[src/rtl/ace_ps2_matrix.sv]
// ace_ps2_matrix: PS/2 set-2 keyboard to Jupiter Ace 8x5 key matrix.
//   clk       system clock
//   reset     asynchronous active-low reset
//   ps2clk    raw PS/2 clock (asynchronous)
//   ps2data   raw PS/2 data (asynchronous)
//   filas     active-low row select from the core
//   columnas  active-low column return to the core
//   kbd_error one-clk pulse on a rejected frame (parity, stop bit, timeout)
module ace_ps2_matrix #(
    parameter int FILTER_LEN     = 8,
    parameter int TIMEOUT_CYCLES = 16384
) (
    input  logic       clk,
    input  logic       reset,
    input  logic       ps2clk,
    input  logic       ps2data,
    input  logic [7:0] filas,
    output logic [4:0] columnas,
    output logic       kbd_error
);
    localparam int FW = $clog2(FILTER_LEN + 1);
    localparam int TW = $clog2(TIMEOUT_CYCLES + 1);

    typedef enum logic [1:0] {NORMAL, EXT, BRK, EXTBRK} dec_t;

    logic [1:0]    clk_s_q, dat_s_q;
    logic          filt_q;
    logic [FW-1:0] fcnt_q;
    logic          busy_q;
    logic [3:0]    bcnt_q;
    logic [8:0]    sh_q;
    logic [TW-1:0] tmo_q;
    logic          bv_q, err_q;
    logic [7:0]    byte_q;
    dec_t          st_q, st_d;
    logic [39:0]   mat_q, mat_d, mask;
    logic          flip, fall, ok;

    // Filter flips on the FILTER_LEN-th consecutive sample that disagrees with it
    assign flip = (clk_s_q[1] != filt_q) && (fcnt_q == FW'(FILTER_LEN - 1));
    assign fall = flip & filt_q;
    // On the 11th edge: sh_q holds {parity, data}, the live data bit is the stop bit
    assign ok = dat_s_q[1] & (^sh_q);
    assign kbd_error = err_q;

    // Bit index is row*5 + col
    function automatic logic [39:0] key_mask(input logic ext, input logic [7:0] code);
        case ({ext, code})
            9'h012, 9'h059: key_mask = 40'd1 << 0;
            9'h014, 9'h114: key_mask = 40'd1 << 1;
            9'h01A: key_mask = 40'd1 << 2;
            9'h022: key_mask = 40'd1 << 3;
            9'h021: key_mask = 40'd1 << 4;
            9'h01C: key_mask = 40'd1 << 5;
            9'h01B: key_mask = 40'd1 << 6;
            9'h023: key_mask = 40'd1 << 7;
            9'h02B: key_mask = 40'd1 << 8;
            9'h034: key_mask = 40'd1 << 9;
            9'h015: key_mask = 40'd1 << 10;
            9'h01D: key_mask = 40'd1 << 11;
            9'h024: key_mask = 40'd1 << 12;
            9'h02D: key_mask = 40'd1 << 13;
            9'h02C: key_mask = 40'd1 << 14;
            9'h016: key_mask = 40'd1 << 15;
            9'h01E: key_mask = 40'd1 << 16;
            9'h026: key_mask = 40'd1 << 17;
            9'h025: key_mask = 40'd1 << 18;
            9'h02E: key_mask = 40'd1 << 19;
            9'h045: key_mask = 40'd1 << 20;
            9'h046: key_mask = 40'd1 << 21;
            9'h03E: key_mask = 40'd1 << 22;
            9'h03D: key_mask = 40'd1 << 23;
            9'h036: key_mask = 40'd1 << 24;
            9'h04D: key_mask = 40'd1 << 25;
            9'h044: key_mask = 40'd1 << 26;
            9'h043: key_mask = 40'd1 << 27;
            9'h03C: key_mask = 40'd1 << 28;
            9'h035: key_mask = 40'd1 << 29;
            9'h05A: key_mask = 40'd1 << 30;
            9'h04B: key_mask = 40'd1 << 31;
            9'h042: key_mask = 40'd1 << 32;
            9'h03B: key_mask = 40'd1 << 33;
            9'h033: key_mask = 40'd1 << 34;
            9'h029: key_mask = 40'd1 << 35;
            9'h03A: key_mask = 40'd1 << 36;
            9'h031: key_mask = 40'd1 << 37;
            9'h032: key_mask = 40'd1 << 38;
            9'h02A: key_mask = 40'd1 << 39;
            9'h066: key_mask = (40'd1 << 0) | (40'd1 << 20);
            9'h16B: key_mask = (40'd1 << 0) | (40'd1 << 19);
            9'h174: key_mask = (40'd1 << 0) | (40'd1 << 22);
            9'h175: key_mask = (40'd1 << 0) | (40'd1 << 23);
            9'h172: key_mask = (40'd1 << 0) | (40'd1 << 24);
            default: key_mask = '0;
        endcase
    endfunction

    always_ff @(posedge clk or negedge reset) begin
        if (!reset) begin
            clk_s_q <= 2'b11;
            dat_s_q <= 2'b11;
            filt_q  <= 1'b1;
            fcnt_q  <= '0;
        end else begin
            clk_s_q <= {clk_s_q[0], ps2clk};
            dat_s_q <= {dat_s_q[0], ps2data};
            filt_q  <= flip ? ~filt_q : filt_q;
            fcnt_q  <= (clk_s_q[1] == filt_q || flip) ? '0 : fcnt_q + 1'b1;
        end
    end

    always_ff @(posedge clk or negedge reset) begin
        if (!reset) begin
            busy_q <= 1'b0;
            bcnt_q <= '0;
            sh_q   <= '0;
            tmo_q  <= '0;
            bv_q   <= 1'b0;
            err_q  <= 1'b0;
            byte_q <= '0;
        end else begin
            bv_q  <= 1'b0;
            err_q <= 1'b0;
            if (busy_q && fall) begin
                tmo_q <= '0;
                sh_q  <= {dat_s_q[1], sh_q[8:1]};
                if (bcnt_q == 4'd10) begin
                    busy_q <= 1'b0;
                    bcnt_q <= '0;
                    byte_q <= sh_q[7:0];
                    bv_q   <= ok;
                    err_q  <= ~ok;
                end else begin
                    bcnt_q <= bcnt_q + 1'b1;
                end
            end else if (busy_q && tmo_q == TW'(TIMEOUT_CYCLES - 1)) begin
                busy_q <= 1'b0;
                bcnt_q <= '0;
                tmo_q  <= '0;
                err_q  <= 1'b1;
            end else if (busy_q) begin
                tmo_q <= tmo_q + 1'b1;
            end else if (fall && !dat_s_q[1]) begin
                busy_q <= 1'b1;
                bcnt_q <= 4'd1;
                tmo_q  <= '0;
            end
        end
    end

    always_comb begin
        mask  = key_mask(st_q == EXT || st_q == EXTBRK, byte_q);
        st_d  = st_q;
        mat_d = mat_q;
        if (bv_q) begin
            if (byte_q inside {8'hE1, 8'hAA, 8'hFA, 8'hEE, 8'hFE}) begin
                st_d = NORMAL;
            end else if (byte_q == 8'hF0 && (st_q == NORMAL || st_q == EXT)) begin
                st_d = (st_q == NORMAL) ? BRK : EXTBRK;
            end else if (byte_q == 8'hE0 && st_q == NORMAL) begin
                st_d = EXT;
            end else begin
                st_d  = NORMAL;
                mat_d = (st_q == BRK || st_q == EXTBRK) ? (mat_q & ~mask) :
                        (st_q == NORMAL && byte_q == 8'h07) ? '0 : (mat_q | mask);
            end
        end
    end

    always_ff @(posedge clk or negedge reset) begin
        if (!reset) begin
            st_q  <= NORMAL;
            mat_q <= '0;
        end else begin
            st_q  <= st_d;
            mat_q <= mat_d;
        end
    end

    always_comb begin
        columnas = '1;
        for (int r = 0; r < 8; r++)
            for (int c = 0; c < 5; c++)
                if (!filas[r] && mat_q[r*5+c]) columnas[c] = 1'b0;
    end
endmodule
[config.mk]
export PLATFORM = sky130hd
export DESIGN_NAME = ace_ps2_matrix
export DESIGN_NICKNAME = d
export VERILOG_FILES = /design/src/rtl/ace_ps2_matrix.sv
export SDC_FILE = /design/constraint.sdc
export NUM_CORES = 1
export LEC_CHECK = 0
export ABC_AREA = 1
export CORE_UTILIZATION = 30
export CTS_CLUSTER_SIZE = 28
export DETAILED_ROUTE_END_ITERATION = 16
export HOLD_SLACK_MARGIN = 0.05
export SYNTH_ARGS = -nofsm -noshare
export SYNTH_HDL_FRONTEND = slang
export SYNTH_SLANG_ARGS = --single-unit
[constraint.sdc]
create_clock -name clk -period 1.45 [get_ports clk]
set_input_delay 0.29 -clock clk [delete_from_list [all_inputs] [get_ports clk]]
set_output_delay 0.29 -clock clk [all_outputs]
set_load 0.01 [all_outputs]
==> results.py <==
metrics = {
    "global_routing": {
        "grt_pass1_vias": 5151,
        "grt_max_degree": 32,
        "overflow": 0,
        "grt_pass1_wl_um": 25140,
        "track_usage_pct": 17.91,
        "antenna_found_initial": 0,
    },
    "clocking": {
        "cts_tree": "yes",
        "clk_latency_ns": 0.36,
        "htreeDepth": 3,
        "cts.sinks": 90,
        "clock-root-buffer": "clkbuf_16",
        "clk_pin_slew_worst_paths_ns": 0.07,
        "numCtsBuffers": 9,
        "ctsLongestPathBuffers": 2,
    },
    "logic_synthesis": {
        "synth_edf_count": 0,
        "syn-cell-area_mm2": 0.005122,
        "syn_inst": 711,
        "synth.most_common_cell": "nand2_1",
        "synth_warnings": 0,
        "syn_area_per_cell_um2": 7.205,
        "ys_top_cells_by_area": "dfrtp_1, nand2_1, nand3_1",
        "synth_async_sr_flop_share_pct": 100.0,
        "ys_ff_latch": 90,
        "synth_top_cell_area_share_pct": 41.52,
        "ys_seq_area_share_pct": 44.09,
        "synth_top_area_cell": "dfrtp_1",
        "ys.flop_type": "dfrtp_1",
        "synth_cell_types": 35,
        "synth_nets": 727,
        "synthTopCellsByCount": "nand2_1, inv_1, nand3_1",
    },
    "placement": {
        "place_hpwl_um": 10350,
        "place_area_mm2": 0.006442,
        "dp_slack_ns": -0.7152,
        "port_buffers": 17,
        "place.gp.congestion": 0.8773,
    },
    "setup_path": {
        "r2r-end": "mat_q[9]$_DFFE_PN0P_",
        "critPathMaxFanout": 5,
        "r2r_start": "byte_q[3]$_DFFE_PN0P_",
        "rr_worst_depth": 9,
        "startpoint_type": "flip-flop",
        "cp-end-kind": "flip-flop",
        "rrSetupSlack_ns": -0.26,
        "cp.required_ns": 1.75,
        "arrival_ns": 2.01,
        "crit_type": "flip-flop to flip-flop",
    },
    "drt": {
        "vias": 5248,
        "final_antenna_net_count": 0,
        "routed_wl_um": 15660,
        "via_per_inst": 4.810,
        "routedWlPerCell_um": 14.35,
        "topRoutingLayerUsed": "met4",
        "drt_iter0_markers": 374,
        "dr_wl_met3_um": 756,
        "drc_errors": 0,
        "route.met2.wl_um": 7632,
        "met1Wirelength_um": 6809,
        "firstDrtPassIters": 4,
    },
    "timing": {
        "whs_ns": 0.3387,
        "setup_viol": 80,
        "worst_pin_slew_ns": 0.3631,
        "finalCriticalPeriod_ns": 1.710,
        "clock.fmax_ghz": 0.5847,
        "worst_slack_ns": -0.2604,
        "rsz0062_at_grt": "true",
        "slew_violations": 0,
        "fin_crit_sh_pct": 118.0,
        "finClkSkew_ns": 0.008281,
        "maxSlewHeadroom_pct": 75.79,
        "hold_violations": 0,
    },
    "floorplanning": {
        "coreArea_mm2": 0.01664,
        "dieArea_mm2": 0.01760,
        "die-height_um": 132.7,
        "start_util_pct": 30.78,
        "ioPinCount": 18,
        "rows": 47,
        "die_w_um": 132.7,
    },
    "power": {
        "leakage_nw": 3.595,
        "total_power_mw": 5.437,
        "powerDensity_mw_per_mm2": 708.7,
        "vdd_drop_max_v": 0.0007153,
    },
    "final_layout": {
        "syn2layout_area_growth_pct": 49.78,
        "drive_gt1_share_pct": 37.43,
        "postLayoutCellArea_mm2": 0.007672,
        "num_antenna_cells": 0,
        "nNetsFinal": 882,
    },
    "outcome": {
        "status": "finished with violations",
        "violations": "negative setup slack",
    },
    "hold_path": {
        "holdPathEnd": "clk_s_q[0]$_DFF_PN1_",
        "whs_path_depth": 1,
        "hp-class": "input port to flip-flop",
        "worstHoldStart": "ps2clk",
    },
    "job": {
        "maxCapViolations": 0,
    },
}
cell usage in the layout (no fill, tap or decap), drive strengths merged, types with 4 or more instances in the layout:
| cell type | count |
|---|---|
| nor3 | 15 |
| xor2 | 7 |
| nand4 | 13 |
| dfrtp | 85 |
| ha | 4 |
| a21oi | 5 |
| nand3 | 88 |
| clkbuf | 14 |
| buf | 150 |
| inv | 93 |
| nor2 | 73 |
| o21ai | 53 |
| nand2 | 208 |
| o22ai | 13 |
| xnor2 | 4 |
| dlygate4sd2 | 9 |
| dfstp | 5 |
critical path: stages (launching register included):
cell     delay (ns)
dfrtp_1        0.40
inv_2          0.10
buf_6          0.11
nand2_1        0.12
nor2_1         0.20
buf_4          0.17
inv_1          0.07
o21ai_0        0.30
nand3_2        0.12
nand2_1        0.06
report_power, final:
part,internal (mW),switching [mW]
clock,1.56,1.01
sequential,2.57,0.0407
combinational,0.111,0.154
total,4.24,1.20
state kept, by name, indices dropped and copies added (netlist names), 2 cells and up:
name     count
sh_q         9
tmo_q       15
clk_s_q      2
st_q         2
byte_q       8
fcnt_q       4
mat_q       40
dat_s_q      2
bcnt_q       4
repair_timing:
action	4_1_cts	5_1_grt
hold buffers	1	0
gates resized for setup	110	110
buffers inserted	16	19
pin swaps	33	46
hold endpoints to repair	15	0
cloned	4	3
endpoints found under the setup margin	83	86
cell families after synthesis:
family,share of synthesized area (%)
simple gates,34.81
buf+inv,8.989
flops,44.09
compound gates,9.258
xor+xnor,1.881
fa+ha+maj,0.9771
worst max-delay path by stage:
stage / startpoint / end / slack [ns]
floorplan: fcnt_q[0]$_DFF_PN0_ / byte_q[7]$_DFFE_PN0P_ / -0.09
global placement: filas[2] / columnas[4] / -0.69
detailed placement: filas[2] / columnas[4] / -0.72
CTS: byte_q[3]$_DFFE_PN0P_ / mat_q[23]$_DFFE_PN0P_ / -0.18
global route: byte_q[3]$_DFFE_PN0P_ / mat_q[9]$_DFFE_PN0P_ / -0.40
finish: byte_q[3]$_DFFE_PN0P_ / mat_q[9]$_DFFE_PN0P_ / -0.26
per-layer routing:
| layer | up-vias | track usage [%] |
|---|---|---|
| met3 | 41 | 4.138 |
| met5 | - | 0 |
| met4 | 0 | 6.194 |
| met1 | 2451 | 22.31 |
| li1 | 2613 | - |
| met2 | 143 | 30.32 |
through the flow:
step,setup TNS (ns),instances,utilization [%]
after CTS,-8.486,1072,43.10
after floorplan,-1.709,711,-
after global placement,-12.22,1035,38.71
final,-13.65,1091,46.10
after detailed placement,-13.72,1035,38.71
after global routing,-21.54,1091,46.10
layout make-up:
class / count / area [µm²]
repair buffers: 164 / 1494
multi-input cells: 507 / 2949
clock buffers: 12 / 246.5
well taps: 220 / 275.3
fillers: 1628 / 8970
inverters: 94 / 372.9
clock inverters: 4 / 75.07
flip-flops and latches: 90 / 2260
Note: power is estimated with default switching activity, not from simulation.
